[src/rtl/qr_pkg.sv]
// qr_pkg: shared frame geometry, sample field slices and streamer state encoding.
package qr_pkg;
    localparam int WORDS_PER_ROW   = 5;
    localparam int ROWS            = 4;
    localparam int WORDS_PER_GROUP = 20;
    localparam int WORDS_PER_FRAME = 200;
    localparam int IMAG_HI = 47;
    localparam int IMAG_LO = 24;
    localparam int REAL_HI = 23;
    localparam int REAL_LO = 0;
    typedef enum logic [1:0] {S_IDLE, S_FETCH, S_SEND, S_WAIT} state_t;
endpackage

[src/rtl/qr_addr_gen.sv]
// qr_addr_gen: walks a stored column-major frame in row-major order (H row then y)
// and keeps the frame base as a running sum so no multiplier is needed.
module qr_addr_gen
    import qr_pkg::*;
#(
    parameter int ADDR_W = 16,
    parameter int GROUPS = 10
) (
    input  logic              i_clk,
    input  logic              i_rst_n,
    input  logic              clr,
    input  logic              step,
    input  logic              next_frame,
    output logic [ADDR_W-1:0] addr,
    output logic              last
);
    localparam int GW = (GROUPS > 1) ? $clog2(GROUPS) : 1;
    localparam logic [ADDR_W-1:0] FRAME_STEP = ADDR_W'(GROUPS * WORDS_PER_GROUP);
    logic [GW-1:0]     g;
    logic [1:0]        row;
    logic [2:0]        col;
    logic [ADDR_W-1:0] base;
    logic [4:0]        word;
    logic              row_end;
    // col 4 is the y entry stored after the 16 H words of the group
    always_comb begin
        row_end = col == 3'(WORDS_PER_ROW - 1);
        word    = row_end ? {3'b100, row} : {1'b0, col[1:0], row};
        addr    = base + ADDR_W'(g) * ADDR_W'(WORDS_PER_GROUP) + ADDR_W'(word);
        last    = row_end && row == 2'(ROWS - 1) && g == GW'(GROUPS - 1);
    end
    always_ff @(posedge i_clk or negedge i_rst_n) begin
        if (!i_rst_n) begin
            g    <= '0;
            row  <= '0;
            col  <= '0;
            base <= '0;
        end else if (clr) begin
            g    <= '0;
            row  <= '0;
            col  <= '0;
            base <= '0;
        end else begin
            if (step) begin
                col <= row_end ? 3'd0 : col + 3'd1;
                if (row_end) begin
                    row <= row + 2'd1;
                    if (row == 2'(ROWS - 1))
                        g <= last ? '0 : g + GW'(1);
                end
            end
            if (next_frame)
                base <= base + FRAME_STEP;
        end
    end
endmodule

[src/rtl/qr_frame_streamer.sv]
// qr_frame_streamer: replays stored channel frames as the QR engine's trig/data burst
// and supervises the per-frame result handshake.
module qr_frame_streamer
    import qr_pkg::*;
#(
    parameter int DATA_W  = 48,
    parameter int ADDR_W  = 16,
    parameter int GROUPS  = WORDS_PER_FRAME / WORDS_PER_GROUP,
    parameter int TIMEOUT = 4095
) (
    input  logic              i_clk,
    input  logic              i_rst_n,
    input  logic              i_start,
    input  logic [7:0]        i_num_frames,
    output logic              o_mem_cen,
    output logic [ADDR_W-1:0] o_mem_addr,
    input  logic [DATA_W-1:0] i_mem_q,
    output logic              o_trig,
    output logic [DATA_W-1:0] o_data,
    input  logic              i_rd_vld,
    input  logic              i_last_data,
    output logic              o_busy,
    output logic              o_done,
    output logic              o_err_timeout,
    output logic              o_err_count,
    output logic [7:0]        o_frame_idx
);
    localparam int TW = $clog2(TIMEOUT + 1);
    state_t          state, state_nx;
    logic [7:0]      n_frames;
    logic            rd_v;
    logic [3:0]      vcnt;
    logic [TW-1:0]   tcnt;
    logic            last_word, last_ok, more, timeout_hit;
    logic            run_start, in_idle, in_wait, streaming, next_frame;

    qr_addr_gen #(.ADDR_W(ADDR_W), .GROUPS(GROUPS)) u_addr (
        .i_clk      (i_clk),
        .i_rst_n    (i_rst_n),
        .clr        (run_start),
        .step       (state == S_FETCH),
        .next_frame (next_frame),
        .addr       (o_mem_addr),
        .last       (last_word)
    );

    always_ff @(posedge i_clk or negedge i_rst_n) begin
        if (!i_rst_n)
            state <= S_IDLE;
        else
            state <= state_nx;
    end

    // SEND only drains the two-stage read pipeline
    always_comb begin
        state_nx = state;
        case (state)
            S_IDLE:  if (i_start && i_num_frames != 8'd0) state_nx = S_FETCH;
            S_FETCH: if (last_word) state_nx = S_SEND;
            S_SEND:  if (!rd_v) state_nx = S_WAIT;
            S_WAIT:  if (i_last_data) state_nx = more ? S_FETCH : S_IDLE;
                     else if (timeout_hit) state_nx = S_IDLE;
            default: state_nx = S_IDLE;
        endcase
    end

    always_comb begin
        in_idle     = state == S_IDLE;
        in_wait     = state == S_WAIT;
        streaming   = state == S_FETCH || state == S_SEND;
        o_mem_cen   = state != S_FETCH;
        o_busy      = !in_idle;
        run_start   = in_idle && i_start && i_num_frames != 8'd0;
        more        = o_frame_idx != n_frames - 8'd1;
        timeout_hit = tcnt == TW'(TIMEOUT - 1);
        last_ok     = (vcnt == 4'd10 && !i_rd_vld) || (vcnt == 4'd9 && i_rd_vld);
        next_frame  = in_wait && i_last_data && more;
    end

    always_ff @(posedge i_clk or negedge i_rst_n) begin
        if (!i_rst_n) begin
            rd_v   <= 1'b0;
            o_trig <= 1'b0;
            o_data <= '0;
        end else begin
            rd_v   <= !o_mem_cen;
            o_trig <= rd_v;
            o_data <= rd_v ? i_mem_q : '0;
        end
    end

    always_ff @(posedge i_clk or negedge i_rst_n) begin
        if (!i_rst_n) begin
            n_frames      <= '0;
            o_frame_idx   <= '0;
            o_done        <= 1'b0;
            o_err_timeout <= 1'b0;
            o_err_count   <= 1'b0;
            vcnt          <= '0;
            tcnt          <= '0;
        end else begin
            o_done <= (in_idle && i_start && i_num_frames == 8'd0) ||
                      (in_wait && (i_last_data ? !more : timeout_hit));
            if (run_start) begin
                n_frames      <= i_num_frames;
                o_frame_idx   <= '0;
                o_err_timeout <= 1'b0;
                o_err_count   <= 1'b0;
            end
            if ((streaming && (i_rd_vld || i_last_data)) || (in_wait && i_last_data && !last_ok))
                o_err_count <= 1'b1;
            if (in_wait && !i_last_data && timeout_hit)
                o_err_timeout <= 1'b1;
            if (next_frame)
                o_frame_idx <= o_frame_idx + 8'd1;
            vcnt <= in_wait ? vcnt + {3'b0, i_rd_vld && vcnt != 4'hf} : 4'd0;
            tcnt <= in_wait ? tcnt + TW'(1) : '0;
        end
    end
endmodule

[config.mk]
export PLATFORM = sky130hd
export DESIGN_NAME = qr_frame_streamer
export DESIGN_NICKNAME = d
export VERILOG_FILES = /design/src/rtl/qr_pkg.sv /design/src/rtl/qr_addr_gen.sv /design/src/rtl/qr_frame_streamer.sv
export SDC_FILE = /design/constraint.sdc
export NUM_CORES = 1
export LEC_CHECK = 0
export CAP_MARGIN = 30
export CORE_UTILIZATION = 45
export DETAILED_ROUTE_END_ITERATION = 8
export PLACE_DENSITY = 0.74
export SYNTH_ARGS = -nofsm -noshare
export SYNTH_HDL_FRONTEND = slang
export SYNTH_SLANG_ARGS = --single-unit
[constraint.sdc]
create_clock -name i_clk -period 3.9 [get_ports i_clk]
set_input_delay 0.78 -clock i_clk [delete_from_list [all_inputs] [get_ports i_clk]]
set_output_delay 0.78 -clock i_clk [all_outputs]
set_load 0.005 [all_outputs]
# Yosys cells after proc, flatten, opt, wreduce, memory -nomap -nowiden
# Cells that the tools add are included.
dict set report word_totals {
  register_bits 112
  out_inout_bits 78
  elab_cells 111
}
dict set report op_classes {
  addsub 10
  multipliers 1
  eq_ne 16
  n_mux 30
  reduce_logical 39
}
# cell n
set op_table {}
lappend op_table {{$mux 48} 1}
lappend op_table {{$mux 16} 2}
lappend op_table {{$mux 4} 6}
lappend op_table {{$add 16x5->16} 1}
lappend op_table {{$add 16x8->16 const B} 1}
lappend op_table {{$add 16x9->16} 1}
lappend op_table {{$logic_and 1x1->1} 16}
lappend op_table {{$mux 2} 8}
lappend op_table {{$mux 8} 2}
lappend op_table {{$add 12x1->12 const B} 1}
lappend op_table {{$eq 12x12->1 const B} 1}
lappend op_table {{$eq 4x4->1 const B} 3}
lappend op_table {{$mux 12} 1}
lappend op_table {{$reduce_bool 2->1} 6}
lappend op_table {{$mux 3} 3}
lappend op_table {{$add 8x1->8 const B} 1}
lappend op_table {{$logic_not 8->1} 1}
lappend op_table {{$ne 8x8->1} 1}
lappend op_table {{$pmux 2 s4} 1}
lappend op_table {{$reduce_bool 8->1} 1}
lappend op_table {{$sub 8x1->8 const B} 1}
lappend op_table {{$mul 4x3->7 const B} 1}
lappend op_table {{$eq 2x2->1 const B} 3}
lappend op_table {{$logic_not 1->1} 6}
lappend op_table {{17 further kinds} 27}

# Depth between registers and ports, before layout
dict set report logic_depth {
  word_depth 8
  depth_mapped 12
  ltp_nobuf 12
}

# Modules after synthesis
# Synthesis repeated with hierarchy kept, for this count alone.
dict set report unflattened {
  cells_unflattened 499
  hier_area_um2 5489.0
}
# module n_inst cells_each area_each_um2
set modules_own_cells {}
lappend modules_own_cells {qr_frame_streamer 1 309 3688.5}
lappend modules_own_cells {qr_addr_gen 1 190 1800.5}

# Worst setup path after synthesis
# Ideal clock, no wire load.
dict set report synth_timing {
  path_kind {reg-to-output}
  from {register u_addr.g[1]}
  to {output port o_mem_addr[13]}
  arrival_ns 2.946
  path_slack_ns 0.174
  stages_incl_launch_ff 12
  path_cell_list {dfrtp_1 > ha_1 > ha_1 > fa_1 > xor2_1 > ha_1 > ha_1 > o21a_1 > o21ai_0 > o31ai_1 > nand3_1 > xnor2_1}
}
dict set report synth_between {
  elab_chain_len 3
}
# element line
set synth_lines {}
lappend synth_lines {{start, declared} qr_addr_gen.sv:19} ;# logic [GW-1:0] g;
lappend synth_lines {{start signal, assigned} qr_addr_gen.sv:49} ;# g <= last ? '0 : g + GW'(1);
lappend synth_lines {{$mul 4x3->7} qr_addr_gen.sv:29} ;# addr = base + ADDR_W'(g) * ADDR_W'(WORDS_PER_GROUP) + ADDR_W'(word);
lappend synth_lines {{$add 16x9->16} qr_addr_gen.sv:29}
lappend synth_lines {{$add 16x5->16} qr_addr_gen.sv:29}
lappend synth_lines {{end, declared} qr_frame_streamer.sv:16} ;# output logic [ADDR_W-1:0] o_mem_addr,
# Every way passes these cells.

# Final worst setup path
dict set report layout_timing {
  from {register u_addr.g[1]}
  to {output port o_mem_addr[11]}
}
# Same word-level chain as after synthesis.

==> flow_summary.toml <==
[power]
p_switching_mw = 0.513
internal_power_mw = 1.86
p_per_area_nw_per_um2 = 307
p_clk_frac = 0.439
seq_power_share = 0.489
max-vdd-ir-drop_uv = 409
pwr-share-comb = 0.072
swShare = 0.216
p_total_mw = 2.37
leakagePower_nw = 3.52

[critical_path]
r2r_end = "state[0]"
end_kind = "output pin"
timing_worst_setup_path_type = "reg -> out"
regToRegSetupSlack_ns = 0.89
startpoint_type = "flop"
cp.required_ns = 3.12
ff2ff_path_depth = 8
cp.arrival_ns = 3.28
reg2reg_from = "n_frames[0]"
worstPathMaxFanout = 2

[floorplanning]
die-area_um2 = 12600
ioPinCount = 139
fp.dieH_um = 112
start_util = 0.470
die_x_um = 112
coreArea_um2 = 11700
rows = 39

[layout]
layout_common_cells = "128 x clkdlybuf4s50_1, 109 x dfrtp_1, 53 x and2_1"
antennaDiodeCount = 0
final_common_cell = "clkdlybuf4s50_1"
areaGrowthSynthToFinish_pct = 41.2
nets = 792
final_cell_count_no_fill = 842
post-route-util = 0.664
drive_above_1_share = 0.156

[drt]
wl_per_cell_um = 16.1
postRouteAntennaNets = 0
first_pass_iters = 4
totalWireLength_um = 13500
drtIter0Drc = 218
num_vias = 4519
drc_errors = 0
viasPerCell = 5.37

[cts]
root_buffer = "clkbuf_16"
clockBufferDepth = 2
clk_latency_ns = 0.36
cts_inserted_buffers = 9
cts_sinks = 109
clkTransAtPathRegs_ns = 0.07
htreeDepth = 3
cts_tree = "yes"

[timing]
slew_headroom = 0.373
setup_viol_count_final = 7
rsz0062_at_grt = "yes"
slew_violations = 0
timing.fmax_mhz = 246
min_period_ns = 4.06
tns_ns = -0.706
fin_skew_ns = 0.00517
hold_viol = 0
fin_ws_ns = -0.158
min_period_over_period = 1.04
worstMarginPinSlew_ns = 0.940

[synthesis]
yosys_warnings = 0
synth-seq-cells = 109
synthCells = 523
synth_edf_count = 0
synth_area_leaders = "dfrtp_1 50%, ha_1 7.8%, and2_1 6.0%, nand2_1 3.5%, xor2_1 3.4%"
ys.flop_type = "dfrtp_1"
synthDominantCellAreaShare = 0.498
synth_top_cell_by_area = "dfrtp_1"
synth_cell_types = 66
async_flop_share = 1.00
syn_area_per_cell_um2 = 10.5
synth_nets = 621
seq_area_frac_synth = 0.498
netlist_area_um2 = 5480

[job]
max-cap-violations = 0

[global_routing]
grt_pass1_vias = 4720
grt_max_degree = 51
antenna_found_initial = 1
grt_pass1_wl_um = 22600
grt.overflow.total = 0
grtUsageTotal = 0.227

[placed_design]
gp_congestion = 0.817
place_ws_ns = -0.359
dp_cells = 819
io_buffers = 138
place_hpwl_um = 9690

[run_status]
outcome = "complete, but fails checks"
violations = "negative setup slack"

[min_path]
min_path_type = "in -> async"
## cell type report
cell class	count	area [um2]
inverters	19	71.3
multi-input cells	378	2770
repair buffers	177	1650
flip-flops and latches	109	2730
clock inverters	6	100
fillers	903	3920
clock buffers	10	239
well taps	143	179
## power by group through the flow
stage               Sequential (mW)  Combinational [mW]  Clock, mW
floorplan                      1.19              0.0201          0
finish                         1.16               0.171       1.04
global route                   1.16               0.188       1.11
detailed placement             1.18               0.174          0
global placement               1.18               0.169          0
CTS                            1.16               0.175       1.06
## cell families after synthesis
group / after synthesis / synth area share
buffers and inverters: 36 / 0.0290
and+or+nand+nor: 213 / 0.209
DFF: 109 / 0.498
other: 1 / 0.000684
AOI/OAI and AO/OA: 84 / 0.103
muxes: 6 / 0.0114
adders and majority gates: 37 / 0.0886
xor gates and xnor gates: 37 / 0.0605
## sequential cells by signal (all words and copies together) (netlist names)
signal	cells
o_data	48
u_addr.base	13
tcnt	12
n_frames	8
o_frame_idx	8
u_addr.g	4
vcnt	4
u_addr.col	3
state	2
u_addr.row	2
o_done	1
o_err_count	1
o_err_timeout	1
o_trig	1
rd_v	1
## synth_stat cells, types with 3 or more instances
library cell  count
xnor2_1          15
mux2i_1           4
nand2b_1          3
a21o_1            6
ha_1             34
a21oi_1          22
and2_1           53
and4_1            3
o31ai_1           3
xor2_1           21
dfrtp_1         109
fa_1              3
and3_1            4
inv_1            19
or3_1             8
o211ai_1          5
nor4_1            3
nand4_1           7
nand3_1          18
nor2_1           34
or4_2             5
nor3_1            6
or4_1             3
nand2_1          51
o21ai_0          21
clkbuf_1         13
nor2b_1           3
## how the worst max path moves through the flow
stage / from / to / slack [ns] / depth (start not counted)
after floorplan: u_addr.g[1] / o_mem_addr[13] / 0.17 / 11
after global placement: u_addr.g[1] / o_mem_addr[11] / -0.27 / 13
after detailed placement: u_addr.g[1] / o_mem_addr[11] / -0.36 / 13
after CTS: u_addr.g[3] / o_mem_addr[11] / -0.29 / 14
after global routing: u_addr.g[1] / o_mem_addr[10] / -0.30 / 13
final: u_addr.g[1] / o_mem_addr[11] / -0.16 / 13
## critical path, stage by stage (launching register included)
cell and delay, ns:
dfrtp_1 0.43, ha_4 0.27, ha_4 0.16, fa_2 0.35
xor2_1 0.17, ha_1 0.32, ha_4 0.29, o21a_1 0.14
o21ai_2 0.08, o31ai_4 0.25, buf_6 0.13, buf_4 0.10
xor2_1 0.12, buf_2 0.12
## routing by layer
metal  routed length, um  track usage  vias up
met5                   0            0        -
met4                 169       0.0542        0
met3                1190       0.0945       17
met2                6710        0.387      146
met1                5450        0.266     2194
li1                    -            -     2162
## metrics by stage
step | hold WS (ns) | instance area, um2
6_report | 0.382 | 7740
3_3_place_gp | 0.493 | 7190
4_1_cts | 0.395 | 7660
3_5_place_dp | 0.492 | 7220
2_1_floorplan | 0.408 | 5480
5_1_grt | 0.416 | 7740
## repair_timing
action	in CTS	in global routing
pin swaps	15	16
gates resized for setup	53	15
hold buffers	0	0
setup buffers	5	3
hold endpoints to repair	0	0
setup endpoints to repair	10	10
cloned	0	0
Power figures use the tool's default switching activity.
==> patch: new RTL, same flow settings <==
The parameter `TIMEOUT` goes from 4095 to 8190.
--- a/src/rtl/qr_frame_streamer.sv
+++ b/src/rtl/qr_frame_streamer.sv
@@ -7,5 +7,5 @@
     parameter int ADDR_W  = 16,
     parameter int GROUPS  = WORDS_PER_FRAME / WORDS_PER_GROUP,
-    parameter int TIMEOUT = 4095
+    parameter int TIMEOUT = 8190
 ) (
     input  logic              i_clk,
Behaviour: same outputs for any inputs over 10 cycles, from zero or initial values and one cycle with i_rst_n low; that may be too few to reach the edited logic, so the function may still have changed.
==> patch against the unedited design <==
- the run still ends with setup timing left
- wire length is 6.9% lower
- sequential cell count rose by 1
- area after synthesis rose by 0.39%
- cell area fell by 0.86%
- cell count is 1.5% higher
- worst setup slack worse by 0.042 ns
- worst hold slack worse by 0.0064 ns
- critical path type unchanged
- critical endpoint is now o_mem_addr[14]
Power is not compared: it rests on default switching activity, and its combinational part moved more than twofold at a synthesized area within 25%.
==> patch: results (changes against the unedited design) <==
fillers -> 992 (was 903)
drt total wl -> 12600 um (was 13500 um)
biggest regs -> o_data x48, tcnt x13, u_addr.base x13 (was o_data x48, u_addr.base x13, tcnt x12)
port bufs -> 138 (unchanged)
final setup fails -> 7 (unchanged)
initial antenna violation count -> 0 (was 1)
clock slew seen by the registers of the worst setup and hold paths -> 0.07 ns (about the same)
first-pass GRT wire length -> 21400 um (was 22600 um)
failing checks -> setup timing (unchanged)
Synth cell types -> 55 (was 66)
worst clock skew -> 0.00863 ns (was 0.00517 ns)
Initial DRC Count -> 192 (was 218)
vias in the first global route -> 4638 (was 4720)
Worst Tran Pin Value -> 0.935 ns (was 0.940 ns)
Synth area leaders -> dfrtp_1 (50%), ha_1 (8.0%), and2_1 (5.9%) (was dfrtp_1 (50%), ha_1 (7.8%), and2_1 (6.0%))
CP Launch Point -> u_addr.g[1] (unchanged)
CP delay by family, top -> adder cells (unchanged)
Tot GR Track Use -> 0.213 (was 0.227)
first-pass iteration count of the detailed router -> 4 (unchanged)
setup tns final -> -1.11 ns (was -0.706 ns)
clk buf depth -> 2 (unchanged)
routability cong. -> 0.803 (was 0.817)
most frequent cells after synthesis -> dfrtp_1 (110), nand2_1 (58), and2_1 (52) (was dfrtp_1 (109), and2_1 (53), nand2_1 (51))
max incr delay on CP -> 0.54 ns (was 0.43 ns)
P_leak -> 3.56 nW
diodes inserted -> 0 (unchanged)
R2R depth -> 7 (was 8)
TritonCTS Buffers -> 9 (unchanged)
Synth Flop Type -> dfrtp_1 (unchanged)
Peak VDD IR -> 0.324 mV
# nets final -> 801 (was 792)
slowest CP cell -> fa_2 (was dfrtp_1)
maximum number of pins on one net before global-route repair -> 57 (was 51)
post-route setup slack -> -0.201 ns (was -0.158 ns)
worst slack, placed -> -0.358 ns (was -0.359 ns)
Clk Tree Root Cell -> clkbuf_16 (unchanged)
dpl hpwl -> 9050 um (was 9690 um)
syn nets -> 638 (was 621)
H-tree depth -> 3 (unchanged)
worst skew pair latency -> 0.35 ns
post-synthesis async set-or-reset flop share -> 1.00 (unchanged)
status -> finished with violations (unchanged)
reg2reg start -> n_frames[2] (was n_frames[0])
layout cells sized above 1 -> 0.124 (was 0.156)
Worst Hold Class -> primary input to asynchronous set/reset pin (unchanged)
r2r setup slk -> 0.73 ns (was 0.89 ns)
CP max FO -> 2 (unchanged)
Synth Warn # -> 0 (unchanged)
register area share after synthesis -> 0.500 (was 0.498)
post-DR vias/cell -> 5.19 (was 5.37)
final hold slack -> 0.375 ns (was 0.382 ns)
critical path arrival -> 3.32 ns (was 3.28 ns)
RR Endpoint -> o_frame_idx[2] (was state[0])
## patch: how the worst max path moves through the flow
stage                     depth (start not counted)              to  slack (ns)
final                                            13  o_mem_addr[14]       -0.20
after global placement                           11  o_mem_addr[11]       -0.31
after global routing                             17  o_mem_addr[14]       -0.37
after floorplan                                  10  o_mem_addr[12]        0.14
after detailed placement                         11  o_mem_addr[11]       -0.36
after CTS                                        13  o_mem_addr[14]       -0.41
## patch: worst register-to-register path, delay by kind of cell (launching register included)
kind	cells	cell delay, ns
flops	1	0.47
mux	2	0.54
simple gates	3	1.40
compound gates	2	0.70
## patch: stage by stage
| stage | cell area, um2 | utilization | std cells |
|---|---|---|---|
| 2_1_floorplan | 5500 | - | 540 |
| 3_3_place_gp | 7160 | 0.598 | 831 |
| 3_5_place_dp | 7200 | 0.602 | 833 |
| 4_1_cts | 7590 | 0.635 | 853 |
| 5_1_grt | 7670 | 0.642 | 855 |
| 6_report | 7670 | 0.642 | 855 |
## patch: cell type report
cell class	count	area, um2	share of cell area
Multi-Input combinational cell	396	2750	0.358
Inverter	17	63.8	0.00831
Clock buffer	9	225	0.0293
Sequential cell	110	2750	0.359
Clock inverter	7	88.8	0.0116
Timing Repair Buffer	169	1610	0.210
Tap cell	147	184	0.0240
## patch: per-layer routing
metal,GRT usage,up-vias,part of all wire
met1,0.243,2132,0.40
met5,0,-,0
met3,0.0751,19,0.071
li1,-,2157,-
met2,0.361,127,0.51
met4,0.0916,0,0.016
## patch: logic make-up (layout without fill, tap and decap cells)
family                   after synthesis  count (layout)  synth area share
XOR/XNOR                              40              40            0.0637
buffers and inverters                 34             202            0.0271
flip-flops                           110             110             0.500
multiplexers                           4               4           0.00750
AO/OA/AOI/OAI                         83              83            0.0960
AND/OR/NAND/NOR                      231             231             0.218
adder cells (fa/ha/maj)               37              37            0.0869
other                                  1               1          0.000681
## patch: timing repair
item,in CTS,in global routing
gates resized for setup,47,14
endpoints found under the hold margin,0,0
setup endpoints to repair,10,10
setup buffers,4,2
pin swaps,14,14
## patch: power by group
group,switching (mW),leakage (nW),internal (mW)
combinational,0.922,1.95,1.00
clock,0.449,0.150,0.512
sequential,0.236,1.46,1.41
total,1.61,3.56,2.92
